`src/rtl/sram_access_arbiter_if.sv`:
```
// Requester-side bundle for sram_access_arbiter: CPU and auxiliary request/ack/data ports.
// master = requesters, slave = arbiter.
interface sram_access_arbiter_if #(
    parameter int unsigned ADDR_W = 20,
    parameter int unsigned DATA_W = 16
);
    logic              cpu_req;
    logic              cpu_we;
    logic [ADDR_W-1:0] cpu_addr;
    logic [DATA_W-1:0] cpu_wdata;
    logic              cpu_ack;
    logic [DATA_W-1:0] cpu_rdata;

    logic              aux_req;
    logic              aux_we;
    logic [ADDR_W-1:0] aux_addr;
    logic [DATA_W-1:0] aux_wdata;
    logic              aux_ack;
    logic [DATA_W-1:0] aux_rdata;

    modport master (
        output cpu_req, cpu_we, cpu_addr, cpu_wdata,
        input  cpu_ack, cpu_rdata,
        output aux_req, aux_we, aux_addr, aux_wdata,
        input  aux_ack, aux_rdata
    );

    modport slave (
        input  cpu_req, cpu_we, cpu_addr, cpu_wdata,
        output cpu_ack, cpu_rdata,
        input  aux_req, aux_we, aux_addr, aux_wdata,
        output aux_ack, aux_rdata
    );
endinterface

```
`src/rtl/sram_access_arbiter.sv`:
```
// Two-port arbiter sequencing single accesses to an asynchronous SRAM (IDLE -> ACCESS -> DONE).
// Define SRAM_ARB_CPU_PRIORITY_EN for fixed CPU priority; default is round robin.
module sram_access_arbiter #(
    parameter int unsigned ADDR_W      = 20,
    parameter int unsigned DATA_W      = 16,
    parameter int unsigned WAIT_CYCLES = 2
) (
    input  logic                  Clk,
    input  logic                  Reset_n,
    sram_access_arbiter_if.slave  req_if,
    output logic                  Mem_CE,
    output logic                  Mem_UB,
    output logic                  Mem_LB,
    output logic                  Mem_OE,
    output logic                  Mem_WE,
    output logic [ADDR_W-1:0]     sram_addr,
    output logic [DATA_W-1:0]     sram_wdata,
    output logic                  sram_drive,
    input  logic [DATA_W-1:0]     sram_rdata
);

    localparam int unsigned CntW = $clog2(WAIT_CYCLES + 1);

    typedef enum logic [1:0] {StIdle, StAccess, StDone} state_e;

    state_e            state_q, state_d;
    logic [CntW-1:0]   cnt_q, cnt_d;
    logic              grant_aux_q, grant_aux_d;
    logic              we_q, we_d;
    logic [ADDR_W-1:0] addr_q, addr_d;
    logic [DATA_W-1:0] wdata_q, wdata_d;
    logic [DATA_W-1:0] cpu_rdata_q, cpu_rdata_d;
    logic [DATA_W-1:0] aux_rdata_q, aux_rdata_d;
    logic              pick_aux;

`ifdef SRAM_ARB_CPU_PRIORITY_EN
    always_comb begin
        pick_aux = !req_if.cpu_req;
    end
`else
    logic last_aux_q, last_aux_d;

    // On contention the port not granted last wins.
    always_comb begin
        if (req_if.cpu_req && req_if.aux_req) begin
            pick_aux = !last_aux_q;
        end else begin
            pick_aux = !req_if.cpu_req;
        end
    end
`endif

    always_comb begin
        state_d     = state_q;
        cnt_d       = cnt_q;
        grant_aux_d = grant_aux_q;
        we_d        = we_q;
        addr_d      = addr_q;
        wdata_d     = wdata_q;
        cpu_rdata_d = cpu_rdata_q;
        aux_rdata_d = aux_rdata_q;
`ifndef SRAM_ARB_CPU_PRIORITY_EN
        last_aux_d  = last_aux_q;
`endif
        unique case (state_q)
            StIdle: begin
                if (req_if.cpu_req || req_if.aux_req) begin
                    state_d     = StAccess;
                    cnt_d       = CntW'(WAIT_CYCLES - 1);
                    grant_aux_d = pick_aux;
`ifndef SRAM_ARB_CPU_PRIORITY_EN
                    last_aux_d  = pick_aux;
`endif
                    if (pick_aux) begin
                        we_d    = req_if.aux_we;
                        addr_d  = req_if.aux_addr;
                        wdata_d = req_if.aux_wdata;
                    end else begin
                        we_d    = req_if.cpu_we;
                        addr_d  = req_if.cpu_addr;
                        wdata_d = req_if.cpu_wdata;
                    end
                end
            end
            StAccess: begin
                if (cnt_q == '0) begin
                    state_d = StDone;
                    // Read data is sampled on the final edge the strobes are low.
                    if (!we_q) begin
                        if (grant_aux_q) begin
                            aux_rdata_d = sram_rdata;
                        end else begin
                            cpu_rdata_d = sram_rdata;
                        end
                    end
                end else begin
                    cnt_d = cnt_q - CntW'(1);
                end
            end
            StDone: begin
                state_d = StIdle;
            end
            default: begin
                state_d = StIdle;
            end
        endcase
    end

    always_ff @(posedge Clk or negedge Reset_n) begin
        if (!Reset_n) begin
            state_q     <= StIdle;
            cnt_q       <= '0;
            grant_aux_q <= 1'b0;
            we_q        <= 1'b0;
            addr_q      <= '0;
            wdata_q     <= '0;
            cpu_rdata_q <= '0;
            aux_rdata_q <= '0;
`ifndef SRAM_ARB_CPU_PRIORITY_EN
            last_aux_q  <= 1'b1;
`endif
        end else begin
            state_q     <= state_d;
            cnt_q       <= cnt_d;
            grant_aux_q <= grant_aux_d;
            we_q        <= we_d;
            addr_q      <= addr_d;
            wdata_q     <= wdata_d;
            cpu_rdata_q <= cpu_rdata_d;
            aux_rdata_q <= aux_rdata_d;
`ifndef SRAM_ARB_CPU_PRIORITY_EN
            last_aux_q  <= last_aux_d;
`endif
        end
    end

    // Strobes decode straight from registered state so reset releases them immediately.
    always_comb begin
        Mem_CE     = 1'b1;
        Mem_UB     = 1'b1;
        Mem_LB     = 1'b1;
        Mem_OE     = 1'b1;
        Mem_WE     = 1'b1;
        sram_drive = 1'b0;
        if (state_q == StAccess) begin
            Mem_CE     = 1'b0;
            Mem_UB     = 1'b0;
            Mem_LB     = 1'b0;
            Mem_OE     = we_q;
            Mem_WE     = !we_q;
            sram_drive = we_q;
        end
    end

    assign sram_addr        = addr_q;
    assign sram_wdata       = wdata_q;
    assign req_if.cpu_ack   = (state_q == StDone) && !grant_aux_q;
    assign req_if.aux_ack   = (state_q == StDone) && grant_aux_q;
    assign req_if.cpu_rdata = cpu_rdata_q;
    assign req_if.aux_rdata = aux_rdata_q;

endmodule

```
`src/flat_wrapper.sv`:
```
// flat-port wrapper written by rule: the top's interface ports become plain ports
module sram_access_arbiter_flat 
#(
    parameter int unsigned ADDR_W      = 20,
    parameter int unsigned DATA_W      = 16,
    parameter int unsigned WAIT_CYCLES = 2
)
  (Clk, Reset_n, Mem_CE, Mem_UB, Mem_LB, Mem_OE, Mem_WE, sram_addr, sram_wdata, sram_drive, sram_rdata, req_if_cpu_req, req_if_cpu_we, req_if_cpu_addr, req_if_cpu_wdata, req_if_cpu_ack, req_if_cpu_rdata, req_if_aux_req, req_if_aux_we, req_if_aux_addr, req_if_aux_wdata, req_if_aux_ack, req_if_aux_rdata);
  sram_access_arbiter_if #(.ADDR_W(ADDR_W), .DATA_W(DATA_W)) req_if_i ();
  input  logic Clk;
  input  logic Reset_n;
  output logic Mem_CE;
  output logic Mem_UB;
  output logic Mem_LB;
  output logic Mem_OE;
  output logic Mem_WE;
  output logic [ADDR_W-1:0] sram_addr;
  output logic [DATA_W-1:0] sram_wdata;
  output logic sram_drive;
  input  logic [DATA_W-1:0] sram_rdata;
  input wire logic [$bits(req_if_i.cpu_req)-1:0] req_if_cpu_req;
  input wire logic [$bits(req_if_i.cpu_we)-1:0] req_if_cpu_we;
  input wire logic [$bits(req_if_i.cpu_addr)-1:0] req_if_cpu_addr;
  input wire logic [$bits(req_if_i.cpu_wdata)-1:0] req_if_cpu_wdata;
  output wire logic [$bits(req_if_i.cpu_ack)-1:0] req_if_cpu_ack;
  output wire logic [$bits(req_if_i.cpu_rdata)-1:0] req_if_cpu_rdata;
  input wire logic [$bits(req_if_i.aux_req)-1:0] req_if_aux_req;
  input wire logic [$bits(req_if_i.aux_we)-1:0] req_if_aux_we;
  input wire logic [$bits(req_if_i.aux_addr)-1:0] req_if_aux_addr;
  input wire logic [$bits(req_if_i.aux_wdata)-1:0] req_if_aux_wdata;
  output wire logic [$bits(req_if_i.aux_ack)-1:0] req_if_aux_ack;
  output wire logic [$bits(req_if_i.aux_rdata)-1:0] req_if_aux_rdata;
  assign req_if_i.cpu_req = req_if_cpu_req;
  assign req_if_i.cpu_we = req_if_cpu_we;
  assign req_if_i.cpu_addr = req_if_cpu_addr;
  assign req_if_i.cpu_wdata = req_if_cpu_wdata;
  assign req_if_cpu_ack = req_if_i.cpu_ack;
  assign req_if_cpu_rdata = req_if_i.cpu_rdata;
  assign req_if_i.aux_req = req_if_aux_req;
  assign req_if_i.aux_we = req_if_aux_we;
  assign req_if_i.aux_addr = req_if_aux_addr;
  assign req_if_i.aux_wdata = req_if_aux_wdata;
  assign req_if_aux_ack = req_if_i.aux_ack;
  assign req_if_aux_rdata = req_if_i.aux_rdata;
  sram_access_arbiter #(.ADDR_W(ADDR_W), .DATA_W(DATA_W), .WAIT_CYCLES(WAIT_CYCLES)) u_core (.Clk(Clk), .Reset_n(Reset_n), .req_if(req_if_i), .Mem_CE(Mem_CE), .Mem_UB(Mem_UB), .Mem_LB(Mem_LB), .Mem_OE(Mem_OE), .Mem_WE(Mem_WE), .sram_addr(sram_addr), .sram_wdata(sram_wdata), .sram_drive(sram_drive), .sram_rdata(sram_rdata));
endmodule
```
`config.mk`:
```
export PLATFORM = sky130hd
export DESIGN_NAME = sram_access_arbiter_flat
export DESIGN_NICKNAME = d
export VERILOG_FILES = /design/src/rtl/sram_access_arbiter_if.sv /design/src/rtl/sram_access_arbiter.sv /design/src/flat_wrapper.sv
export SDC_FILE = /design/constraint.sdc
export NUM_CORES = 1
export LEC_CHECK = 0
export BUFFER_PORTS_ARGS = -buffer_cell sky130_fd_sc_hd__buf_2
export CAP_MARGIN = 20
export CORE_MARGIN = 10
export CORE_UTILIZATION = 49
export CTS_CLUSTER_DIAMETER = 60
export CTS_CLUSTER_SIZE = 25
export DETAILED_ROUTE_END_ITERATION = 8
export GPL_ROUTABILITY_DRIVEN = 0
export HOLD_SLACK_MARGIN = 0.08
export PLACE_DENSITY = 0.81
export REMOVE_ABC_BUFFERS = 1
export SETUP_SLACK_MARGIN = 0.3
export SLEW_MARGIN = 0
export SYNTH_ARGS = -nofsm -noshare
export SYNTH_HDL_FRONTEND = slang
export SYNTH_SLANG_ARGS = --single-unit
```
`constraint.sdc`:
```
create_clock -name Clk -period 4.3 [get_ports Clk]
set_input_delay 0 -clock Clk [delete_from_list [all_inputs] [get_ports Clk]]
set_output_delay 0 -clock Clk [all_outputs]
set_load 0.02 [all_outputs]
```
; Yosys cells after proc, flatten, opt, wreduce, memory -nomap -nowiden
; Cells that the tools add are included.
[classes]
muxes = 13
n_addsub = 1
bitwise_logic = 2
n_eq_ne = 5
reduce_logical = 16
[op_table]
columns = cell, n
row1 = 2-to-1 mux 20 bit, 1
row2 = 2-to-1 mux 16 bit, 1
row3 = case mux 2 bit (2 select lines), 2
row4 = AND reduction 4 bit, 2
row5 = 2-to-1 mux 1 bit, 6
row6 = 2-to-1 mux 2 bit, 3
row7 = zero test 1 bit, 4
row8 = zero test 2 bit, 2
row9 = "!= test 2 x 1 -> 1 bit, second input constant", 2
row10 = AND reduction 2 bit, 2
row11 = logical AND 1 bit, 3
row12 = AND reduction 3 bit, 1
row13 = "== test 2 x 1 -> 1 bit, second input constant", 1
row14 = "== test 2 bit, second input constant", 1
row15 = "!= test 2 bit, second input constant", 1
row16 = NOT 1 bit, 2
row17 = nonzero test 2 bit, 1
row18 = "subtractor 2 x 1 -> 2 bit, second input constant", 1
row19 = logical OR 1 bit, 1
[totals]
wordCells = 46
register_bits = 75
out_inout_bits = 76
inputBits = 94

; Longest topological paths before layout
; Gate-level depths: netlist (run 1).
[depth]
word_depth = 3
mapped_depth = 6
mapped_depth_nobuf = 5

; Worst setup path before layout (run 1)
; No wires, ideal clock.
[synth_path]
path_type = flip-flop to flip-flop
from = register u_core.state_q[1]
to = register u_core.cpu_rdata_q[10], in the netlist u_core.req_if.cpu_rdata[10]
setup_ns = 0.125
slack_ns = 2.487
path_buffers = 1
period_less_slack_ns = 1.813
required_ns = 4.175
path_stages_with_launch = 6
arrival_ns = 1.689
cell_sequence = dfrtp_1 > and2b_2 > inv_2 > nor4b_4 > buf_6 > mux2_2
[synth_between]
elab_chain_len = 2
[synth_lines]
columns = item, line
row1 = from (decl), sram_access_arbiter.sv:26  ; state_e state_q, state_d;
row2 = from (signal assigned), sram_access_arbiter.sv:111  ; state_q <= StIdle;
row3 = from (signal assigned), sram_access_arbiter.sv:123  ; state_q <= state_d;
row4 = == test 2 x 1 -> 1 bit, sram_access_arbiter.sv:65  ; unique case (state_q)
row5 = AND reduction 4 bit (no source line), -
row6 = to (signal assigned), sram_access_arbiter.sv:129  ; cpu_rdata_q <= cpu_rdata_d;
row7 = to (decl), sram_access_arbiter.sv:32  ; logic [DATA_W-1:0] cpu_rdata_q, cpu_rdata_d;
; Every way passes these cells.
; A chain may end at the register's enable or synchronous reset.

; Worst setup path after layout (run 1)
[layout_path]
from = register u_core.state_q[1]
to = register u_core.addr_q[3], in the netlist u_core.sram_addr[3]
[layout_between]
elab_chain_len = 2
[layout_lines]
columns = item, line
row1 = zero test 2 bit, sram_access_arbiter.sv:65
row2 = AND reduction 2 bit (no source line), -
row3 = to (signal assigned), sram_access_arbiter.sv:127  ; addr_q <= addr_d;
row4 = to (decl), sram_access_arbiter.sv:30  ; logic [ADDR_W-1:0] addr_q, addr_d;
; Every way passes these cells.

==> run_results.csv, run 1 <==
group,metric,value,unit
timing,finalHoldViolations,0,
yosys,synth.distinct_cells,29,
grt,grt_pass1_vias,3964,
timing,fin_tns_setup,0,ns
cts,clock_latency,0.34,ns
cts,ctsHoldBuffers,91,
cts,cts_setup_buffers,0,
min_path,hold_class,"input pin to register",
floorplanning,dieArea,10600,um^2
detailed_routing,drtAntennaViolNets,0,
place,place_area,4230,um^2
detailed_routing,drt-total-wl,13.4,mm
worst_setup_path,slowest_delay,0.62,ns
floorplanning,die_w,103,um
floorplanning,start_util,0.500,
timing,slew_viol_final,0,
worst_setup_path,start_kind,"register",
worst_setup_path,cp_slowest_cell,"dlygate4sd3_1",
worst_setup_path,critPathRequiredTime,4.52,ns
cts,cts_resized,0,
cells_and_area,final-instance-count-excl-fill,645,
cells_and_area,fill_cells,391,
place,hpwl,7.75,mm
detailed_routing,drt_iter0_drc,197,
cells_and_area,final_core_util,0.801,
grt,grt-ovfl-total,0,
yosys,syn-instance-count,316,
worst_setup_path,path_class,"register to register",
cells_and_area,drive_gt1_frac,0.405,
grt,grtUsageTotal,0.254,
detailed_routing,via_per_inst,5.81,
cells_and_area,antenna_cells,0,
cts,cts.clk_slew.worst_paths,0.08,ns
run,maxCapViolations,0,
cts,cts_tree,"built",
yosys,ys_seq_area_frac,0.559,
detailed_routing,drcViolationCount,0,
cts,cts_root_buf,"clkbuf_8",
power,powerDensity,763,nW/um^2
yosys,synth_area,3360,um^2
power,p_leak,2.50,nW
floorplanning,fp-row-count,30,
cts,clock-sinks,75,
yosys,synthMuxAreaShare,0.110,
floorplanning,num_io_pins,170,
yosys,synth_area_leaders,"dfrtp_1 (55%), mux2_2 (11%), a31oi_1 (7.3%)",
cells_and_area,nets,655,
detailed_routing,wl_per_cell,20.7,um
cts,h-tree-depth,3,
timing,skew,0.00703,ns
place,dp_cells,538,
yosys,synth_area_per_cell,10.6,um^2
detailed_routing,num_vias,3747,
cells_and_area,fin_area,5380,um^2
timing,slew_headroom,0.294,
power,peakVddDrop,0.369,mV
worst_setup_path,path_common_cell,"buf_4",
yosys,synth-compound-area-share,0.190,
timing,final-setup-viol-count,0,
timing,tightest_slew,1.05,ns
yosys,synth_top_family_by_area,"compound AO/OA/AOI/OAI gates",
floorplanning,core_area,6720,um^2
grt,antenna_found_initial,1,
detailed_routing,first_pass_iters,5,
timing,period_needed,2.48,ns
yosys,synth-adder-area-share,0.00373,
run_status,status,"completed",
yosys,synth_top_area_frac,0.551,
worst_setup_path,worstPathCellList,"nor2_2 > buf_4 > and2_1 > buf_4 > a31oi_1 > dlygate4sd3_1",
timing,fmax,403,MHz
grt,grt_pass1_wl,21.0,mm
grt,grt_max_degree,76,
worst_setup_path,worst_setup_path_end_kind,"register",
place,port_buffers,169,
yosys,synthXorXnorAreaFrac,0,
timing,fin_crit_sh,0.578,
worst_setup_path,cp_max_fo,41,
yosys,yosysTopAreaCell,"dfrtp_1",
worst_setup_path,worstPathArrival,2.70,ns
floorplanning,die_h,103,um
cells_and_area,syn2layout_area_growth,60.3,%
cts,cts_made_buffers,9,
yosys,yosys.area_share.simple,0.0894,
cts,cts.path.max_buffers,2,
yosys,yosys_warnings,0,
yosys,yosys_register_bits,75,
timing,rsz0062_at_grt,"false",
timing,holdWs,0.257,ns
## power by group
| group | switching (W) | total, W | leakage, nW | internal (W) |
|---|---|---|---|---|
| clock | 0.000264 | 0.000648 | 0.119 | 0.000384 |
| sequential | 0.000214 | 0.00127 | 0.871 | 0.00106 |
| combinational | 0.00123 | 0.00218 | 1.51 | 0.000955 |
## flip-flops by register name (all words and copies together) (netlist names)
name	flops
u_core.sram_addr	20
u_core.req_if.cpu_rdata	16
u_core.req_if.aux_rdata	16
u_core.we_q	1
u_core.cnt_q	2
u_core.last_aux_q	1
u_core.grant_aux_q	1
u_core.sram_wdata	16
u_core.state_q	2
## worst max-delay path, delay by kind of cell (launching register included)
kind | cells | cell delay, ns
buffers and inverters | 3 | 1.40
flip-flops | 1 | 0.43
AND/OR/NAND/NOR | 2 | 0.34
AO/OA/AOI/OAI | 1 | 0.18
## routing by layer
layer | vias up | track usage | share of wire
met5 | - | 0 | 0.0015
met3 | 44 | 0.111 | 0.14
met2 | 275 | 0.408 | 0.47
met1 | 1783 | 0.289 | 0.36
li1 | 1643 | - | -
met4 | 2 | 0.111 | 0.032
## cell usage in the layout (no fill, tap or decap), types with 3 or more instances in the layout
master,n
buf_2,168
dlygate4sd3_1,91
dfrtp_1,74
a21oi_1,40
a31oi_1,39
o21ai_0,37
nand3_1,37
mux2_2,32
clkbuf_8,9
inv_1,5
buf_4,5
bufinv_16,3
## cells by family (layout without fill, tap and decap cells)
kind of cell | after synthesis | after routing
AO/OA/AOI/OAI | 117 | 117
flip-flops | 75 | 75
AND/OR/NAND/NOR | 52 | 52
buffers and inverters | 38 | 287
multiplexers | 33 | 33
adder cells (fa/ha/maj) | 1 | 1
## synth_stat cells, drive strengths merged
master,instances
mux2i,1
a21oi,40
or2,1
a31oi,39
and3b,1
nor2b,1
o21ai,37
and2,2
mux2,32
clkbuf,26
and2b,1
nor3,1
nand2b,2
inv,6
nand4b,1
nor3b,2
dfstp,1
nor4b,1
nand3,37
buf,6
nand2,1
a21o,1
nor2,1
ha,1
dfrtp,74
## stage by stage
step | total power [W] | setup WS, ns
floorplan | 0.00231 | 1.47
global placement | 0.00294 | 2.17
detailed placement | 0.00302 | 2.06
CTS | 0.00403 | 1.91
global route | 0.00434 | 1.74
finish | 0.00411 | 1.82
## layout make-up
cell class / instances / area [um^2] / area share
timing repair buffer: 265 / 1820 / 0.338
tap: 80 / 100 / 0.0186
sequential: 75 / 1880 / 0.349
clock inverter: 7 / 116 / 0.0216
inverter: 6 / 22.5 / 0.00418
clock buffer: 9 / 124 / 0.0230
multi-input combinational: 203 / 1330 / 0.246
## worst paths after layout
kind | cells after the start | start | slack [ns] | to
min in group asynchronous | 2 | Reset_n | 0.34 | u_core.req_if.aux_rdata[6]$_DFFE_PN0P_
hold reg to reg | 1 | u_core.cnt_q[1]$_DFFE_PN0P_ | 0.50 | u_core.cnt_q[1]$_DFFE_PN0P_
setup / recovery | 6 | u_core.state_q[1]$_DFFE_PN0P_ | 1.82 | u_core.sram_addr[3]$_DFFE_PN0P_
setup reg to reg | 6 | u_core.state_q[1]$_DFFE_PN0P_ | 1.82 | u_core.sram_addr[3]$_DFFE_PN0P_
max in group asynchronous | 2 | Reset_n | 3.37 | u_core.sram_addr[4]$_DFFE_PN0P_
hold / removal | 3 | req_if_cpu_req | 0.26 | u_core.grant_aux_q$_DFFE_PN0P_
(Power assumes the default switching activity.)
==> run 2: changes to the inputs <==
- CORE_UTILIZATION: 49 -> 46
- PLACE_DENSITY: 0.81 -> 0.77
- clock period: 4.3 -> 2.5 ns (I/O delays scaled with it)
==> run 2 against run 1 <==
Effect of this change:
- utilization decreased by 3.2 points
- clock power increased by 62%
- non-clock buffer count increased by 14
- highest routed layer is now met4
- sequential cell count unchanged
- die area increased by 5.2%
- worst setup slack got worse by 1.4 ns
- register-to-register slack got worse by 1.4 ns
- global-route usage decreased by 1.9 points
- first-iteration DRC count increased by 55%
- clock skew increased by 0.0022 ns
- count of clock-buffer cells in the layout unchanged
- critical endpoint is now u_core.sram_wdata[9]$_DFFE_PN0P_
- via count increased by 2.4%
==> run_results.csv, run 2 (synthesis gave the netlist of run 1 again) <==
group,metric,value,unit
run_status,status,"completed",
cts,clock-sinks,75,
floorplanning,core_area,7180,um^2
power,powerDensity,1250,nW/um^2
cts,cts_tree,"built",
timing,final-setup-viol-count,0,
cts,clock_latency,0.36,ns
worst_setup_path,critical_path.top_delay_family,"buffers and inverters",
cells_and_area,drive_gt1_frac,0.408,
grt,grt-ovfl-total,0,
grt,grt_pass1_vias,4133,
worst_setup_path,critPathRequiredTime,2.73,ns
grt,grtUsageTotal,0.235,
timing,tightest_slew,0.932,ns
detailed_routing,drcViolationCount,0,
timing,fmax,472,MHz
floorplanning,dieArea,11100,um^2
timing,fin_crit_sh,0.848,
worst_setup_path,crit_buf_inv,3,
cts,h-tree-depth,3,
power,peakVddDrop,0.618,mV
detailed_routing,drt-total-wl,13.2,mm
worst_setup_path,slowest_delay,0.61,ns
cells_and_area,syn2layout_area_growth,64.4,%
timing,finalHoldViolations,0,
worst_setup_path,cp_slowest_cell,"dlygate4sd3_1",
cts,cts.path.max_buffers,2,
power,p_leak,2.53,nW
cts,cts.clk_slew.worst_paths,0.08,ns
detailed_routing,drtAntennaViolNets,0,
cells_and_area,largest_register_ffs,20,
floorplanning,die_h,105,um
worst_setup_path,worst_setup_path_end_kind,"register",
run,maxCapViolations,0,
cts,cts_made_buffers,9,
detailed_routing,num_vias,3836,
detailed_routing,drt_iter0_drc,306,
cts,cts_root_buf,"clkbuf_8",
timing,holdWs,0.159,ns
timing,skew,0.00925,ns
cells_and_area,final_common_cell,"buf_2",
grt,grt_max_degree,76,
min_path,hold_class,"input pin to register",
cells_and_area,final_core_util,0.769,
floorplanning,die_w,105,um
detailed_routing,wl_per_cell,19.4,um
detailed_routing,first_pass_iters,5,
floorplanning,start_util,0.468,
grt,grt_pass1_wl,21.3,mm
timing,slew_headroom,0.379,
worst_setup_path,worstPathCellList,"nor2_2 > buf_4 > and2_1 > buf_12 > a31oi_1 > dlygate4sd3_1",
worst_setup_path,start_kind,"register",
cells_and_area,final_cell_mix,"buf_2 (168), dlygate4sd3_1 (99), dfrtp_1 (74), a21oi_1 (40), a31oi_1 (39)",
timing,slew_viol_final,0,
cells_and_area,nets,669,
worst_setup_path,cp_max_fo,39,
floorplanning,fp-row-count,31,
timing,period_needed,2.12,ns
timing,rsz0062_at_grt,"false",
floorplanning,num_io_pins,170,
detailed_routing,via_per_inst,5.63,
place,port_buffers,169,
worst_setup_path,worstPathArrival,2.35,ns
cells_and_area,fill_cells,453,
grt,antenna_found_initial,3,
worst_setup_path,path_class,"register to register",
place,hpwl,7.67,mm
-- run 2: changes by cell type in the layout (fill, tap and decap cells not counted), sizes merged --
cell         change
dlygate4sd3      +8
buf              +6
clkinv           -3
clkinvlp         +3
diode            +3
bufinv           -1
inv              +1
-- run 2: stage by stage --
stage          setup TNS (ns)  std cells  power [W]  setup slack, ns  instance area [um^2]
2_1_floorplan          -12.44        284    0.00398           -0.334                  3220
3_3_place_gp                0        562    0.00508            0.792                  4270
3_5_place_dp                0        562    0.00516            0.746                  4270
4_1_cts                     0        677    0.00675            0.315                  5490
5_1_grt                     0        681    0.00729            0.328                  5520
6_report                    0        681    0.00689            0.380                  5520
-- run 2: repair_timing --
| item | 4_1_cts | 5_1_grt |
|---|---|---|
| hold endpoints to repair | 144 | 0 |
| endpoints found under the setup margin | 0 | 29 |
| gates resized for setup | 0 | 5 |
| setup buffers | 0 | 1 |
| hold buffers | 99 | 0 |
-- run 2: worst paths after layout --
kind / start / to / slack [ns] / cells past startpoint
setup reg to reg: u_core.state_q[1]$_DFFE_PN0P_ / u_core.sram_wdata[9]$_DFFE_PN0P_ / 0.38 / 6
hold / removal: req_if_aux_req / u_core.sram_addr[11]$_DFFE_PN0P_ / 0.16 / 4
setup / recovery: u_core.state_q[1]$_DFFE_PN0P_ / u_core.sram_wdata[9]$_DFFE_PN0P_ / 0.38 / 6
min in group asynchronous: Reset_n / u_core.req_if.aux_rdata[15]$_DFFE_PN0P_ / 0.33 / 2
max in group asynchronous: Reset_n / u_core.sram_wdata[3]$_DFFE_PN0P_ / 1.57 / 2
hold reg to reg: u_core.req_if.cpu_rdata[8]$_DFFE_PN0P_ / u_core.req_if.cpu_rdata[8]$_DFFE_PN0P_ / 0.51 / 1
-- run 2: worst register-to-register path, stage by stage (launching register included) --
cell	delay [ns]
dfrtp_1	0.43
nor2_2	0.14
buf_4	0.26
and2_1	0.21
buf_12	0.22
a31oi_1	0.13
dlygate4sd3_1	0.61
-- run 2: area by class of cell --
cell class                      instances  area [um^2]  area share
Clock inverter                          7          100      0.0181
Inverter                                6         26.3     0.00476
Multi-Input combinational cell        203         1330       0.240
Antenna cell                            3         7.51     0.00136
Tap cell                               99          124      0.0224
Clock buffer                            9          124      0.0224
Sequential cell                        75         1880       0.340
Timing Repair Buffer                  279         1930       0.350
-- run 2: layer usage --
metal  up-vias  global-route usage  routed length [um]
li1       1679                   -                   -
met1      1810               0.267                4790
met2       304               0.364                6050
met3        43               0.114                1880
met4         0               0.111                 481
met5         -                   0                   0
-- run 2: where the power goes --
part	switching [W]	total, W	internal, W
clock	0.000487	0.00105	0.000568
combinational	0.00208	0.00366	0.00158
sequential	0.000351	0.00217	0.00182
total	0.00291	0.00689	0.00397
